`src/rtl/cpu_fpu_float.sv`:
```
// Integer to IEEE-754 binary32 converter (FCVT.S.W / FCVT.S.WU), round to nearest-even.
// Serial normaliser shifts one bit per cycle; level-held request/ready handshake.
module cpu_fpu_float (
  input  logic        i_clock,
  input  logic        i_reset,
  input  logic        i_request,
  input  logic [31:0] i_op1,
  input  logic        i_signed,
  output logic        o_ready,
  output logic [31:0] o_result
);

  typedef enum logic [2:0] {
    IDLE  = 3'd0,
    CHECK = 3'd1,
    NORM  = 3'd2,
    ROUND = 3'd3,
    DONE  = 3'd4
  } state_t;

  state_t             state_r, state_s;
  logic        [31:0] m_r, m_s;
  logic signed [7:0]  e_r, e_s;
  logic               sign_r, sign_s;
  logic        [31:0] z_r, z_s;
  logic               ready_s;
  logic        [31:0] result_s;
  logic               neg_s;

  // Packs a normalised magnitude (bit 31 set) into binary32 with ties-to-even.
  // Exponent is at most 32, so the mantissa carry can never overflow the field.
  function automatic logic [31:0] round_pack(input logic sign, input logic [7:0] exp,
                                             input logic [31:0] mag);
    logic [22:0] mant;
    logic [7:0]  bexp;
    logic        guard, rnd, sticky, lsb;
    mant   = mag[30:8];
    guard  = mag[7];
    rnd    = mag[6];
    sticky = |mag[5:0];
    lsb    = mag[8];
    bexp   = exp + 8'd127;
    if (guard & (rnd | sticky | lsb)) begin
      if (mant == 23'h7FFFFF) begin
        mant = 23'd0;
        bexp = bexp + 8'd1;
      end else begin
        mant = mant + 23'd1;
      end
    end else begin
      mant = mant;
    end
    return {sign, bexp, mant};
  endfunction

  assign neg_s = i_signed & i_op1[31];

  // Next-state and datapath update logic.
  always_comb begin
    state_s  = state_r;
    m_s      = m_r;
    e_s      = e_r;
    sign_s   = sign_r;
    z_s      = z_r;
    ready_s  = 1'b0;
    result_s = o_result;
    case (state_r)
      IDLE: begin
        if (i_request) begin
          sign_s  = neg_s;
          m_s     = neg_s ? (32'd0 - i_op1) : i_op1;
          e_s     = 8'sd31;
          state_s = CHECK;
        end else begin
          state_s = IDLE;
        end
      end
      CHECK: begin
        if (m_r == 32'd0) begin
          z_s     = 32'd0;
          state_s = DONE;
        end else begin
          state_s = NORM;
        end
      end
      NORM: begin
        if (!m_r[31]) begin
          m_s = {m_r[30:0], 1'b0};
          e_s = e_r - 8'sd1;
        end else begin
          state_s = ROUND;
        end
      end
      ROUND: begin
        z_s     = round_pack(sign_r, e_r, m_r);
        state_s = DONE;
      end
      DONE: begin
        result_s = z_r;
        if (i_request) begin
          ready_s = 1'b1;
        end else begin
          state_s = IDLE;
        end
      end
      default: begin
        state_s = IDLE;
      end
    endcase
  end

  // Control registers; reset returns to IDLE with ready low.
  always_ff @(posedge i_clock) begin
    if (i_reset) begin
      state_r <= IDLE;
      o_ready <= 1'b0;
    end else begin
      state_r <= state_s;
      o_ready <= ready_s;
    end
  end

  // Datapath registers; result is deliberately not cleared by reset.
  always_ff @(posedge i_clock) begin
    if (i_reset) begin
      m_r <= m_r;
    end else begin
      m_r      <= m_s;
      e_r      <= e_s;
      sign_r   <= sign_s;
      z_r      <= z_s;
      o_result <= result_s;
    end
  end

endmodule

```
`config.mk`:
```
export PLATFORM = sky130hd
export DESIGN_NAME = cpu_fpu_float
export DESIGN_NICKNAME = d
export VERILOG_FILES = /design/src/rtl/cpu_fpu_float.sv
export SDC_FILE = /design/constraint.sdc
export NUM_CORES = 1
export LEC_CHECK = 0
export CAP_MARGIN = 20
export CELL_PAD_IN_SITES_DETAIL_PLACEMENT = 2
export CELL_PAD_IN_SITES_GLOBAL_PLACEMENT = 2
export CORE_ASPECT_RATIO = 1.4
export CORE_MARGIN = 2
export CORE_UTILIZATION = 40
export DETAILED_ROUTE_END_ITERATION = 10
export PLACE_DENSITY_LB_ADDON = 0.3
export SLEW_MARGIN = 10
export SYNTH_ARGS = -nofsm -noshare
export SYNTH_HDL_FRONTEND = slang
export SYNTH_SLANG_ARGS = --single-unit
```
`constraint.sdc`:
```
create_clock -name i_clock -period 10.67 [get_ports i_clock]
set_input_delay 2.134 -clock i_clock [delete_from_list [all_inputs] [get_ports i_clock]]
set_output_delay 2.134 -clock i_clock [all_outputs]
set_load 0.05 [all_outputs]
```
-- Yosys cells after proc, flatten, opt, wreduce, memory -nomap -nowiden
Cells that the tools add are included.
- flip-flop bits (word level): 109
- output and inout port bits: 33
- word-level logic and storage cells: 60
- $add $sub $neg: 5
- equal/unequal tests: 10
- muxes and demuxes: 19
- bitwise gates (word level): 6
- reduce and logical (&&, ||, !) cells: 12
- operators by type and width (cell ; count):
    $mux 32 ; 4
    $pmux 32 s2 ; 2
    $mux 23 ; 2
    $logic_not 32->1 ; 1
    $mux 8 ; 4
    $sub 1x32->32 const A ; 1
    $add 23x1->23 const B ; 1
    $eq 23x23->1 const B ; 1
    $pmux 8 s2 ; 1
    $pmux 3 s5 ; 1
    $ne 2x2->1 const B ; 5
    $mux 3 ; 3
    $reduce_and 3->1 ; 3
    $add 8x1->8 const B ; 1
    $add 8x7->8 const B ; 1
    $sub 8x2->8 const B ; 1
    $eq 3x2->1 const B ; 2
    $reduce_or 6->1 ; 1
    $reduce_and 2->1 ; 2
    $reduce_and 4->1 ; 1
    $reduce_bool 2->1 ; 2
    $eq 3x1->1 const B ; 1
    $eq 3x3->1 const B ; 1
    $logic_not 3->1 ; 1
    other kinds (5) ; 9

-- Depth between registers and ports, before layout
- depth after elaboration: 6
- gate-level depth with buffers: 8
- mapped depth without buffers: 7

-- Worst setup path before layout
Ideal clock, no wire load.
- kind: in2reg
- start: input i_reset
- end: register state_r[2]
- arrival: 6.110 ns
- data required time: 10.609 ns
- path slack: 4.499 ns
- cell stages on the path: 3
- path through: nor4b_1 > and2_1 > or2_2
- RTL lines (element ; line ; text):
    start: declaration ; 5 ; input logic i_reset,
    end signal: assignment ; 118 ; state_r <= state_s;
    end: declaration ; 21 ; state_t state_r, state_s;

-- Final worst setup path
- start: input i_op1[12]
- end: register m_r[26] (data pin)
- cells in the longest elaborated chain, start to end: 4
- RTL lines (element ; line ; text):
    start: declaration ; 7 ; input logic [31:0] i_op1,
    $sub 1x32->32 ; 71 ; m_s = neg_s ? (32'd0 - i_op1) : i_op1;
    $mux 32 ; 71 ;
    $mux 32 ; 69 ; if (i_request) begin
    $pmux 32 s2 ; 67 ; case (state_r)
    via m_s[26] ; 22 ; logic [31:0] m_r, m_s;
    end signal: assignment ; 126 ; m_r <= m_r;
    end signal: assignment ; 128 ; m_r <= m_s;
    end: declaration ; 22 ;
The timed path passes the listed nets, and every way through them passes these cells. The select of a mux whose other input is x is not followed.
A chain may end at the register's enable or synchronous reset.

==> flow_summary.yaml <==
run_status:
  status: "finished, final reports clean"
sta:
  max_slew_margin: 0.326
  setup_viol: 0
  hold_viol: 0
  grt_setup_unrepaired: "false"
  tightest_slew_ps: 1000
  skew_ps: 10.3
  setup_tns_ps: 0
  finalCriticalPeriod_ps: 4420
  period_share: 0.414
  slew_viol_final: 0
  fmax_ghz: 0.226
drt:
  via_per_inst: 5.49
  vias: 4043
  drc: 0
  drtAntennaViolNets: 0
  wl_per_cell_um: 19.3
  wirelength_um: 14200
  drtPass1Iterations: 4
  first_iter_violations: 135
final_layout:
  final_nets: 590
  final_core_util: 0.497
  seq_area_mm2: 0.00323
  layout-drive-gt1-share: 0.0632
  area_delta_synth_final_pct: 21.2
  fill_cells: 1339
  diodes: 0
  multi_input_area_mm2: 0.00212
critical_path:
  reg2reg_depth: 6
  timing.setup.critical_path_class: "in -> reg"
  rr_startpoint: "m_r[8]$_DFFE_PP_"
  cp_data_arrival_time_ps: 4510
  cp-start-kind: "input pin"
  critPathCaptureType: "register"
  crit_required_ps: 10760
  crit_path_start: "i_op1[12]"
  endpoint: "m_r[26]$_DFFE_PP_"
  reg2reg_to: "z_r[30]$_SDFFCE_PP0P_"
  cp_max_fo: 6
  r2r_slack_ps: 7530
global_route:
  grt-busiest-layer: "met2"
  grt_usage: 0.203
  grt_pass1_vias: 4334
  globalRouteMet2Util: 0.376
  met1_usage: 0.238
  use_met3: 0.0147
  grt_antenna_before_repair: 0
  grt_max_degree: 45
  grt_pass1_wl_um: 22900
  grt-ovfl-total: 0
yosys:
  synth_compound_area_frac: 0.0939
  synthDistinctLibCells: 51
  yosysSeqAreaShare: 0.586
  syn_area_per_cell_um2: 11.2
  synthesis.area_mm2: 0.00552
  synth_mux_area_frac: 0.00771
  postSynth.asyncResetShare: 0
  synth-edff-count: 105
  synth_top_family_by_area: "simple AND/OR/NAND/NOR gates"
  synthFlopType: "edfxtp_1"
  ys_ff_latch: 109
  synthSimpleGateAreaFrac: 0.174
  syn-num-nets: 532
  synth_warnings: 0
  synthXorXnorAreaFrac: 0.0937
  synth_fa_ha_area_frac: 0.0113
  syn_inst: 491
power_and_ir_drop:
  swShare: 0.250
  power_density_mw_per_mm2: 143
  pwr-share-clk: 0.359
  power_leakage_uw: 0.00220
  net-switching-power_uw: 239
  internal-power_uw: 715
  share_seq_of_total_power: 0.532
  vdd_drop_max_v: 0.0000642
  combPwrFrac: 0.109
floorplanning:
  dieArea_mm2: 0.0148
  ios: 69
  die_y_um: 143
  fp.dieW_um: 103
  rows: 50
  initial_utilization: 0.410
  core_mm2: 0.0135
flow_run:
  drv_cap: 0
clock_network:
  cts_setup_buffers: 0
  cts_tree: "built"
  path_clk_slew_ps: 80
  cts_resized: 0
  clock-sinks: 109
  clock_latency_ps: 360
  cts-htree-levels: 3
  max-clock-path-buffers: 2
  cts_hold_buffers: 0
  clockRootBuffer: "clkbuf_16"
  cts-buffers-inserted: 9
placement:
  dpl.hpwl_um: 10600
  io_buffer_count: 68
  gp_congestion: 0.828
worst_hold_path:
  hold_path_class: "reg -> reg"
-- how the worst min path moves through the flow --
stage	start	to	slack [ps]	depth (start not counted)
after floorplan	z_r[0]$_SDFFCE_PP0P_	o_result[0]$_DFFE_PP_	400	0
after global placement	z_r[30]$_SDFFCE_PP0P_	o_result[30]$_DFFE_PP_	400	0
after detailed placement	z_r[6]$_SDFFCE_PP0P_	o_result[6]$_DFFE_PP_	410	0
after CTS	z_r[24]$_SDFFCE_PP0P_	o_result[24]$_DFFE_PP_	420	0
after global routing	z_r[24]$_SDFFCE_PP0P_	o_result[24]$_DFFE_PP_	430	0
final	z_r[11]$_SDFFCE_PP0P_	o_result[11]$_DFFE_PP_	420	0
-- cell usage after synthesis, types with 6 or more instances --
cell / n / area [um2]
or3_1: 6 / 37.5
nand4_1: 10 / 62.6
inv_1: 18 / 67.6
and3_1: 6 / 37.5
edfxtp_1: 105 / 3150
nand2_1: 18 / 67.6
nor2_1: 50 / 188
a21oi_1: 49 / 245
a31oi_1: 13 / 81.3
nor4_1: 17 / 106
nand3_1: 19 / 95.1
o21ai_0: 16 / 80.1
clkbuf_1: 21 / 78.8
nor3_1: 19 / 95.1
xnor2_1: 38 / 333
xor2_1: 21 / 184
-- per-stage QoR --
stage | cells | area [um2] | setup WS (ps) | hold WS, ps | total power, uW
floorplan | 491 | 5520 | 4500 | 400 | 576
global placement | 719 | 6370 | 5750 | 403 | 611
detailed placement | 720 | 6380 | 5880 | 407 | 620
CTS | 736 | 6690 | 6260 | 424 | 961
global route | 736 | 6690 | 6120 | 428 | 986
finish | 736 | 6690 | 6250 | 422 | 953
-- critical path, cell delays in order --
cell,delay (ps)
clkdlybuf4s50_1,490
or4_1,560
nor4_1,520
clkdlybuf4s15_2,360
a31oi_1,120
xnor2_1,230
a21oi_1,90
-- per-layer routing --
layer	vias up	share of wire
met1	2010	0.41
li1	1942	-
met2	77	0.55
met4	0	0.022
met5	-	0
met3	14	0.020
-- logic make-up after synthesis --
group	count (synthesis)
compound gates	92
simple gates	177
mux	4
buf+inv	45
fa+ha+maj	5
xor+xnor	59
flops	109
-- flip-flops by register name, indices dropped and copies added, names as in the netlist --
name	cells
state_r	3
m_r	32
z_r	32
o_result	32
e_r	8
sign_r	1
o_ready	1
-- cells in the final DEF, fill, tap and decap left out, drive strengths merged, types with 3 or more instances in the layout --
master           n
edfxtp         105
clkdlybuf4s50   68
nor2            50
a21oi           49
xnor2           38
xor2            21
inv             21
nand3           19
nor3            19
nand2           18
nor4            18
o21ai           16
a31oi           13
nand4           11
clkbuf           9
or3              7
or4              7
and3             6
ha               5
buf              5
dfxtp            4
nor3b            3
o211ai           3
and2             3
o31ai            3
-- layout make-up --
| type | count | area share |
|---|---|---|
| clock buffers | 9 | 0.0337 |
| clock inverters | 7 | 0.0120 |
| well taps | 182 | 0.0341 |
| multi-input cells | 337 | 0.317 |
| repair buffers | 74 | 0.109 |
| inverters | 18 | 0.0101 |
| flip-flops and latches | 109 | 0.484 |
-- power groups by stage --
stage	logic [uW]	registers, uW	clock network (uW)
after floorplan	66.6	509	0
after global placement	96.3	515	0
after detailed placement	103	516	0
after CTS	104	507	349
after global routing	115	510	361
final	103	508	342
No activity file was read; power rests on OpenSTA's default activity.
